`src/rtl/sdram_read.sv`:
```
// SDRAM read burst engine: one PRECHARGE-all / ACTIVE / burst-8 READ per arbiter grant,
// walking a frame of bursts and capturing the returned words for the display line FIFO.
module sdram_read #(
  parameter int unsigned CL      = 3,
  parameter logic [9:0]  COL_END = 10'd632,
  parameter logic [12:0] ROW_END = 13'd479,
  parameter logic [4:0]  READ    = 5'b1_0000,
  parameter logic [3:0]  NOP     = 4'b0111,
  parameter logic [3:0]  ACT     = 4'b0011,
  parameter logic [3:0]  RD      = 4'b0101,
  parameter logic [3:0]  PRE     = 4'b0010
) (
  input  logic        clk,
  input  logic        rst,
  input  logic        rd_trig,
  output logic        rd_req,
  input  logic        rd_en,
  input  logic [4:0]  state,
  output logic [3:0]  rd_cmd,
  output logic [12:0] rd_addr,
  input  logic [15:0] rd_dq,
  output logic [15:0] rd_data,
  output logic        rd_data_valid,
  output logic        flag_rd_end,
  input  logic        vsync_pos,
  output logic        rd_hold
);

  localparam int unsigned CNT_W = 5;
  localparam int unsigned ROW_W = 13;
  localparam int unsigned COL_W = 10;

  localparam logic [CNT_W-1:0] CNT_PRE   = CNT_W'(1);
  localparam logic [CNT_W-1:0] CNT_ACT   = CNT_W'(3);
  localparam logic [CNT_W-1:0] CNT_RD    = CNT_W'(5);
  localparam logic [CNT_W-1:0] CAP_FIRST = CNT_W'(6 + CL);
  localparam logic [CNT_W-1:0] CAP_LAST  = CNT_W'(13 + CL);
  localparam logic [CNT_W-1:0] CMD_END   = CNT_W'(14 + CL);

  localparam logic [ROW_W-1:0] PRE_ALL_ADDR = 13'h0400;
  localparam logic [COL_W-1:0] BURST_LEN    = COL_W'(8);

  logic [CNT_W-1:0] cmd_cnt;
  logic [ROW_W-1:0] row;
  logic [ROW_W-1:0] row_nxt;
  logic [COL_W-1:0] col;
  logic [COL_W-1:0] col_nxt;
  logic             hold_nxt;
  logic             vsync_pend;
  logic             pend_nxt;
  logic [3:0]       cmd_nxt;
  logic [ROW_W-1:0] addr_nxt;

  logic in_read;
  logic burst_done;
  logic resync;
  logic capture;

  assign in_read    = (state == READ) && !rd_hold;
  assign burst_done = (cmd_cnt == CMD_END);
  assign capture    = (cmd_cnt >= CAP_FIRST) && (cmd_cnt <= CAP_LAST);
  // A frame resync waits for the burst in flight to finish so its words stay coherent.
  assign resync     = (vsync_pos || vsync_pend) && (burst_done || (cmd_cnt == '0));

  // Next frame position: advance after each burst, override on resync.
  always_comb begin
    row_nxt  = row;
    col_nxt  = col;
    hold_nxt = rd_hold;
    pend_nxt = vsync_pend;
    if (burst_done) begin
      if (col == COL_END) begin
        col_nxt = '0;
        if (row == ROW_END) begin
          row_nxt  = '0;
          hold_nxt = 1'b1;
        end else begin
          row_nxt = row + ROW_W'(1);
        end
      end else begin
        col_nxt = col + BURST_LEN;
      end
    end
    if (resync) begin
      row_nxt  = '0;
      col_nxt  = '0;
      hold_nxt = 1'b0;
      pend_nxt = 1'b0;
    end else if (vsync_pos) begin
      pend_nxt = 1'b1;
    end
  end

  // Command decode; registered so it reaches the pins one cycle after the count.
  always_comb begin
    cmd_nxt  = NOP;
    addr_nxt = row;
    case (cmd_cnt)
      CNT_PRE: begin
        cmd_nxt  = PRE;
        addr_nxt = PRE_ALL_ADDR;
      end
      CNT_ACT: begin
        cmd_nxt  = ACT;
        addr_nxt = row;
      end
      CNT_RD: begin
        cmd_nxt  = RD;
        addr_nxt = {3'b000, col};
      end
      default: ;
    endcase
  end

  always_ff @(posedge clk) begin
    if (rst) begin
      cmd_cnt       <= '0;
      row           <= '0;
      col           <= '0;
      rd_hold       <= 1'b0;
      vsync_pend    <= 1'b0;
      rd_req        <= 1'b0;
      rd_cmd        <= NOP;
      rd_addr       <= '0;
      rd_data       <= '0;
      rd_data_valid <= 1'b0;
      flag_rd_end   <= 1'b0;
    end else begin
      cmd_cnt     <= in_read ? cmd_cnt + CNT_W'(1) : '0;
      row         <= row_nxt;
      col         <= col_nxt;
      rd_hold     <= hold_nxt;
      vsync_pend  <= pend_nxt;
      rd_cmd      <= cmd_nxt;
      rd_addr     <= addr_nxt;
      flag_rd_end <= burst_done;

      if (rd_en) begin
        rd_req <= 1'b0;
      end else if ((state != READ) && rd_trig && !rd_hold) begin
        rd_req <= 1'b1;
      end

      if (capture) begin
        rd_data       <= rd_dq;
        rd_data_valid <= 1'b1;
      end else begin
        rd_data_valid <= 1'b0;
      end
    end
  end

endmodule
```
`config.mk`:
```
export PLATFORM = sky130hd
export DESIGN_NAME = sdram_read
export DESIGN_NICKNAME = d
export VERILOG_FILES = /design/src/rtl/sdram_read.sv
export SDC_FILE = /design/constraint.sdc
export NUM_CORES = 1
export LEC_CHECK = 0
export BUFFER_PORTS_ARGS = -buffer_cell sky130_fd_sc_hd__buf_2
export CORE_ASPECT_RATIO = 0.5
export CORE_MARGIN = 4
export CORE_UTILIZATION = 35
export DETAILED_ROUTE_END_ITERATION = 10
export GPL_ROUTABILITY_DRIVEN = 0
export PLACE_DENSITY = 0.56
export SYNTH_ARGS = -nofsm -noshare
export SYNTH_HDL_FRONTEND = slang
export SYNTH_SLANG_ARGS = --single-unit
```
`constraint.sdc`:
```
create_clock -name clk -period 3.5 [get_ports clk]
set_input_delay 0.35 -clock clk [delete_from_list [all_inputs] [get_ports clk]]
set_output_delay 0.35 -clock clk [all_outputs]
set_load 0.02 [all_outputs]
```
Word-level counts from Yosys, hierarchy flattened
Cells that the tools add are included.
- add/sub/neg operators: 3
- bitwise logic cells: 1
- multiplexer cells: 5
- reduce and logical (&&, ||, !) cells: 14
- $lt $le $gt $ge: 2
- eq/ne operators: 8
- operators with widths (cell ; number):
    13-bit case mux with 2 select lines ; 1
    13-bit by 1-bit adder with 13-bit output (second input constant) ; 1
    13-bit by 9-bit == test with 1-bit output (second input constant) ; 1
    13-bit 2-to-1 mux ; 1
    10-bit by 4-bit adder with 10-bit output (second input constant) ; 1
    10-bit == test (second input constant) ; 1
    5-bit == test (second input constant) ; 2
    10-bit 2-to-1 mux ; 1
    3-bit case mux with 3 select lines ; 1
    2-bit OR reduction ; 3
    5-bit by 1-bit adder with 5-bit output (second input constant) ; 1
    5-bit by 1-bit == test with 1-bit output (second input constant) ; 1
    5-bit by 2-bit == test with 1-bit output (second input constant) ; 1
    5-bit by 3-bit == test with 1-bit output (second input constant) ; 1
    5-bit by 4-bit greater-or-equal comparator with 1-bit output (second input constant) ; 1
    5-bit less-or-equal comparator (second input constant) ; 1
    1-bit logical AND ; 5
    5-bit zero test ; 1
    5-bit inequality test (second input constant) ; 1
    3-bit AND reduction ; 1
    1-bit logical OR ; 2
    2-bit AND reduction ; 1
    1-bit zero test ; 1
    1-bit 2-to-1 mux ; 1
    1-bit NOT ; 1
- bits in registers: 66
- input bits: 26
- logic and storage cells: 44

Depth between registers and ports, before layout
- word-level depth: 4
- mapped depth: 8
- gate-level depth less buffers: 6

Least setup slack after synthesis
No wires, ideal clock.
- path kind: register to register
- start point: register cmd_cnt[1]
- end point: register rd_data[10]
- data arrival time: 1.891 ns
- period minus slack after synthesis: 2.019 ns
- slack: 1.481 ns
- required time: 3.372 ns
- cell stages (with the launch flop): 9
- cell sequence: dfxtp_1 inv_1 ha_1 or4_1 a32o_1 buf_2 buf_2 mux2i_1 nor2_1
- word-level cells in the longest chain between the ends: 2
- elaborated cells between the ends (all ways): 3
- RTL lines (element ; line ; source):
    from (decl) ; 43 ; logic [CNT_W-1:0] cmd_cnt;
    from (signal assigned) ; 129 ; cmd_cnt <= in_read ? cmd_cnt + CNT_W'(1) : '0;
    5-bit by 4-bit greater-or-equal comparator with 1-bit output / 5-bit less-or-equal comparator (equally long branches) ; 61 ; assign capture = (cmd_cnt >= CAP_FIRST) && (cmd_cnt <= CAP_LAST);
    1-bit logical AND * ; 61 ;
    to (signal assigned) ; 145 ; rd_data <= rd_dq;
    to (decl) ; 22 ; output logic [15:0] rd_data,
Mark *: on every way between the ends. The rest lies on a longest branch, timed or not.
A chain may end at the register's enable or synchronous reset.

Worst setup path after layout
- start point: register cmd_cnt[0]
- end point: register row[5]
- word-level cells in the longest chain between the ends: 4
- elaborated cells between the ends (all ways): 6
- RTL lines (element ; line ; source):
    5-bit == test / 5-bit zero test (equally long branches) ; 60, 63 ;
    1-bit logical OR ; 63 ; assign resync = (vsync_pos || vsync_pend) && (burst_done || (cmd_cnt == '0));
    1-bit logical AND ; 63 ;
    2-bit OR reduction (no line) ; n/a ;
    to (signal assigned) ; 130 ; row <= row_nxt;
    to (decl) ; 44 ; logic [ROW_W-1:0] row;
Several ways; a longest one is shown, not always the timed one.

==> impl_results.rst <==
.. list-table::
   :header-rows: 1

   * - Metric
     - Value
   * - Filler Cells Inserted
     - 679
   * - Share of post-route cells with drive strength above 1
     - 26.0%
   * - Number of placed I/O pins
     - 63
   * - Most common cell after layout, fill and taps aside
     - dfxtp_1
   * - Flop and latch count out of synthesis
     - 62
   * - Wire length per cell after detailed routing
     - 12.9 µm
   * - Pin count of the biggest net entering global routing
     - 30
   * - Post-layout min period
     - 2.28 ns
   * - Placeable core area
     - 6910 µm²
   * - Clock input transition at the sequential cells of the worst setup and hold paths
     - 0.05 ns
   * - Critical Path Sink Type
     - flip-flop
   * - DR pass1 iterations
     - 4
   * - Kind of cell adding the most delay to the critical path
     - simple AND/OR/NAND/NOR gates
   * - Number of buffers inserted by port buffering
     - 61
   * - Via total after detailed routing
     - 2133
   * - Count of maximum capacitance violations
     - 0
   * - Antenna diodes
     - 0
   * - Origin of the critical flop-to-flop path
     - cmd_cnt[0]
   * - Root Driver
     - clkbuf_16
   * - Max Fanout on Critical Path
     - 12
   * - Unrepaired setup endpoints after global routing
     - false
   * - Levels on crit path
     - 5
   * - Buffers plus inverters on the worst setup path
     - 0
   * - CTS Hold Buffers Added
     - 0
   * - HPWL after DPL
     - 4010 µm
   * - Count of final hold-check violations
     - 0
   * - Period utilization
     - 65.2%
   * - Effective utilization at floorplan
     - 37.2%
   * - Number of buffers on the longest clock path
     - 2
   * - Post-route total power
     - 0.00157 W
   * - Number of synthesis warnings
     - 0
   * - TritonCTS Sinks
     - 62
   * - Remaining global-route overflow
     - 0
   * - Site Rows
     - 21
   * - Post-synthesis cell area
     - 2570 µm²
   * - FMAX
     - 438 MHz
   * - Count of cells resized by post-cts repair
     - 0
   * - Critical path endpoint
     - row[5]
   * - Post-Syn Instances
     - 275
   * - Number of setup violations in the final report
     - 0
   * - DRC violations left
     - 0
   * - Post-route clock skew
     - 0.00466 ns
   * - Hold Startpoint
     - rd_en
   * - Tot GR Track Use
     - 13.6%
   * - Count of antenna-violating nets left after detailed routing
     - 0
   * - Most frequent cells in the layout
     - 62 x dfxtp_1, 61 x buf_2, 37 x nor2_1
   * - Post-CTS Setup Repair Bufs
     - 0
   * - Actual slew at the worst max-slew pin
     - 0.966 ns
   * - Die Footprint
     - 8860 µm²
   * - Sequential share of the synthesized area
     - 48.3%
   * - Start point of the critical path
     - cmd_cnt[0]
   * - Global-route wire length before repair
     - 9180 µm
   * - TritonCTS clock tree
     - done
   * - Number of nets in the layout
     - 361
   * - Total CTS buffers
     - 9
   * - Required time at the endpoint of the critical path
     - 3.75 ns
   * - Run status
     - completed
   * - TNS Setup
     - 0 ns
   * - Highest ir drop seen on vdd
     - 212 µV
   * - Power per Cell Area
     - 493 nW/µm²
   * - Number of cells traversed by the worst register-to-register path
     - 5
   * - Slew Viols, Final
     - 0
   * - Total length of routed wires
     - 5510 µm
   * - Remaining max-slew budget at the tightest pin
     - 35.6%
   * - Critical R2R Capture
     - row[5]
   * - Antenna violations before repair
     - 0
   * - Area growth from synthesis to layout
     - 23.6%
   * - Category of the most critical setup path
     - reg2reg
   * - Post-Synthesis Net Count
     - 306
   * - Arrival @ worst endpoint
     - 2.53 ns
   * - Die Span Y
     - 68.6 µm
   * - Asr flop ratio synth
     - 0%
   * - Die width
     - 129 µm
   * - Slack of the worst reg-to-reg path
     - 1.22 ns
   * - Slowest cell on the critical path
     - or4b_1
   * - Classification of the worst-slack hold path
     - in2reg
   * - Distinct cells, synth
     - 49
   * - Mean instance size in the synthesized netlist
     - 9.34 µm²
   * - Number of flops mapped to enable cells by yosys
     - 0
   * - Insertion delay of the later-clocked pin in the worst-skew pair
     - 0.32 ns
   * - Via count of the first global-routing pass
     - 2013
   * - Top FF cell, synth
     - dfxtp_1
   * - Slowest cell delay on critical path
     - 0.60 ns
   * - Avg Vias per Cell
     - 5.01
   * - CTS HTree Levels
     - 3
   * - Iteration-0 DRC count of the detailed router
     - 79
   * - Sequence of cells on the critical path
     - ha_1, and4bb_2, nand3_1, or4b_1, a21oi_1
   * - Leak Pwr
     - 1.26 nW
   * - Startpoint types
     - flip-flop
[where the power goes]
| group | internal [W] | total, W | switching [W] |
|---|---|---|---|
| logic | 0.0000146 | 0.0000360 | 0.0000215 |
| clock network | 0.000551 | 0.000821 | 0.000270 |
| registers | 0.000709 | 0.000710 | 0.000000604 |
[per-layer routing]
| metal | routed length (µm) | GRT usage (%) | vias to the layer above |
|---|---|---|---|
| met5 | 0 | 0 | - |
| met4 | 118 | 7.20 | 0 |
| met3 | 358 | 4.69 | 8 |
| met2 | 2470 | 22.7 | 47 |
| met1 | 2560 | 15.7 | 1006 |
| li1 | - | - | 1072 |
[how the worst min path moves through the flow]
| stage | end | slack, ns | cells after the start |
|---|---|---|---|
| floorplan | rd_req | 0.43 | 1 |
| global placement | row[12] | 0.45 | 1 |
| detailed placement | row[12] | 0.47 | 1 |
| CTS | rd_req | 0.18 | 2 |
| global route | rd_req | 0.17 | 2 |
| finish | rd_req | 0.19 | 2 |
[state kept, by name, indices dropped and copies added (netlist names)]
name,count
rd_data,16
cmd_cnt,5
rd_data_valid,1
rd_cmd,3
col,7
rd_req,1
rd_hold,1
rd_addr,13
row,13
flag_rd_end,1
vsync_pend,1
[layout make-up]
cell class	instances	area [µm²]	share of cell area, %
Clock buffer	15	288	9.06
Timing Repair Buffer	61	305	9.61
Sequential cell	62	1240	39.1
Inverter	6	22.5	0.709
Multi-Input combinational cell	190	1200	37.9
Tap cell	92	115	3.62
[cell usage after synthesis, types with 2 or more instances]
library cell | number | area share [%]
a21oi_1 | 12 | 2.3
a22o_1 | 5 | 1.7
a311oi_1 | 2 | 0.68
a31oi_1 | 2 | 0.49
and2_1 | 7 | 1.7
and2_2 | 2 | 0.58
and3_1 | 3 | 0.73
and4bb_2 | 2 | 0.97
buf_2 | 6 | 1.2
buf_6 | 2 | 0.88
clkbuf_1 | 5 | 0.73
dfxtp_1 | 62 | 48
ha_1 | 5 | 2.4
inv_1 | 6 | 0.88
mux2i_1 | 17 | 6.6
nand2_1 | 22 | 3.2
nand3_1 | 13 | 2.5
nand4_1 | 9 | 2.2
nor2_1 | 37 | 5.4
nor2b_1 | 3 | 0.73
nor3_1 | 2 | 0.39
nor4_1 | 4 | 0.97
o21ai_0 | 5 | 0.97
or2_2 | 3 | 0.73
or3_1 | 3 | 0.73
or4_1 | 4 | 1.2
or4b_1 | 2 | 0.78
xnor2_1 | 2 | 0.68
xor2_1 | 8 | 2.7
[stage by stage]
stage | area (µm²) | utilization, % | cells | hold WS, ns | setup slack, ns
global placement | 2890 | 41.8 | 411 | 0.451 | 1.32
finish | 3180 | 46.0 | 426 | 0.192 | 1.22
global route | 3180 | 46.0 | 426 | 0.175 | 1.07
CTS | 3180 | 46.0 | 426 | 0.183 | 1.20
detailed placement | 2890 | 41.8 | 411 | 0.467 | 1.22
floorplan | 2570 | - | 275 | 0.429 | 1.48
[worst register-to-register path, delay by kind of cell (launching register included)]
kind,cells,cell delay (ns)
AO/OA/AOI/OAI,1,0.14
adder cells (fa/ha/maj),1,0.29
AND/OR/NAND/NOR,3,1.38
flip-flops,1,0.41
[cell families (layout without fill, tap and decap cells)]
group / after synthesis / after routing / synth area share, %
AOI/OAI and AO/OA: 35 / 35 / 9.26
xor gates and xnor gates: 10 / 10 / 3.41
adders and majority gates: 5 / 5 / 2.44
buffers and inverters: 23 / 82 / 4.82
DFF: 62 / 62 / 48.3
muxes: 18 / 18 / 7.06
other: 1 / 1 / 0.146
and+or+nand+nor: 121 / 121 / 24.5
Note: power is estimated with default switching activity, not from simulation.
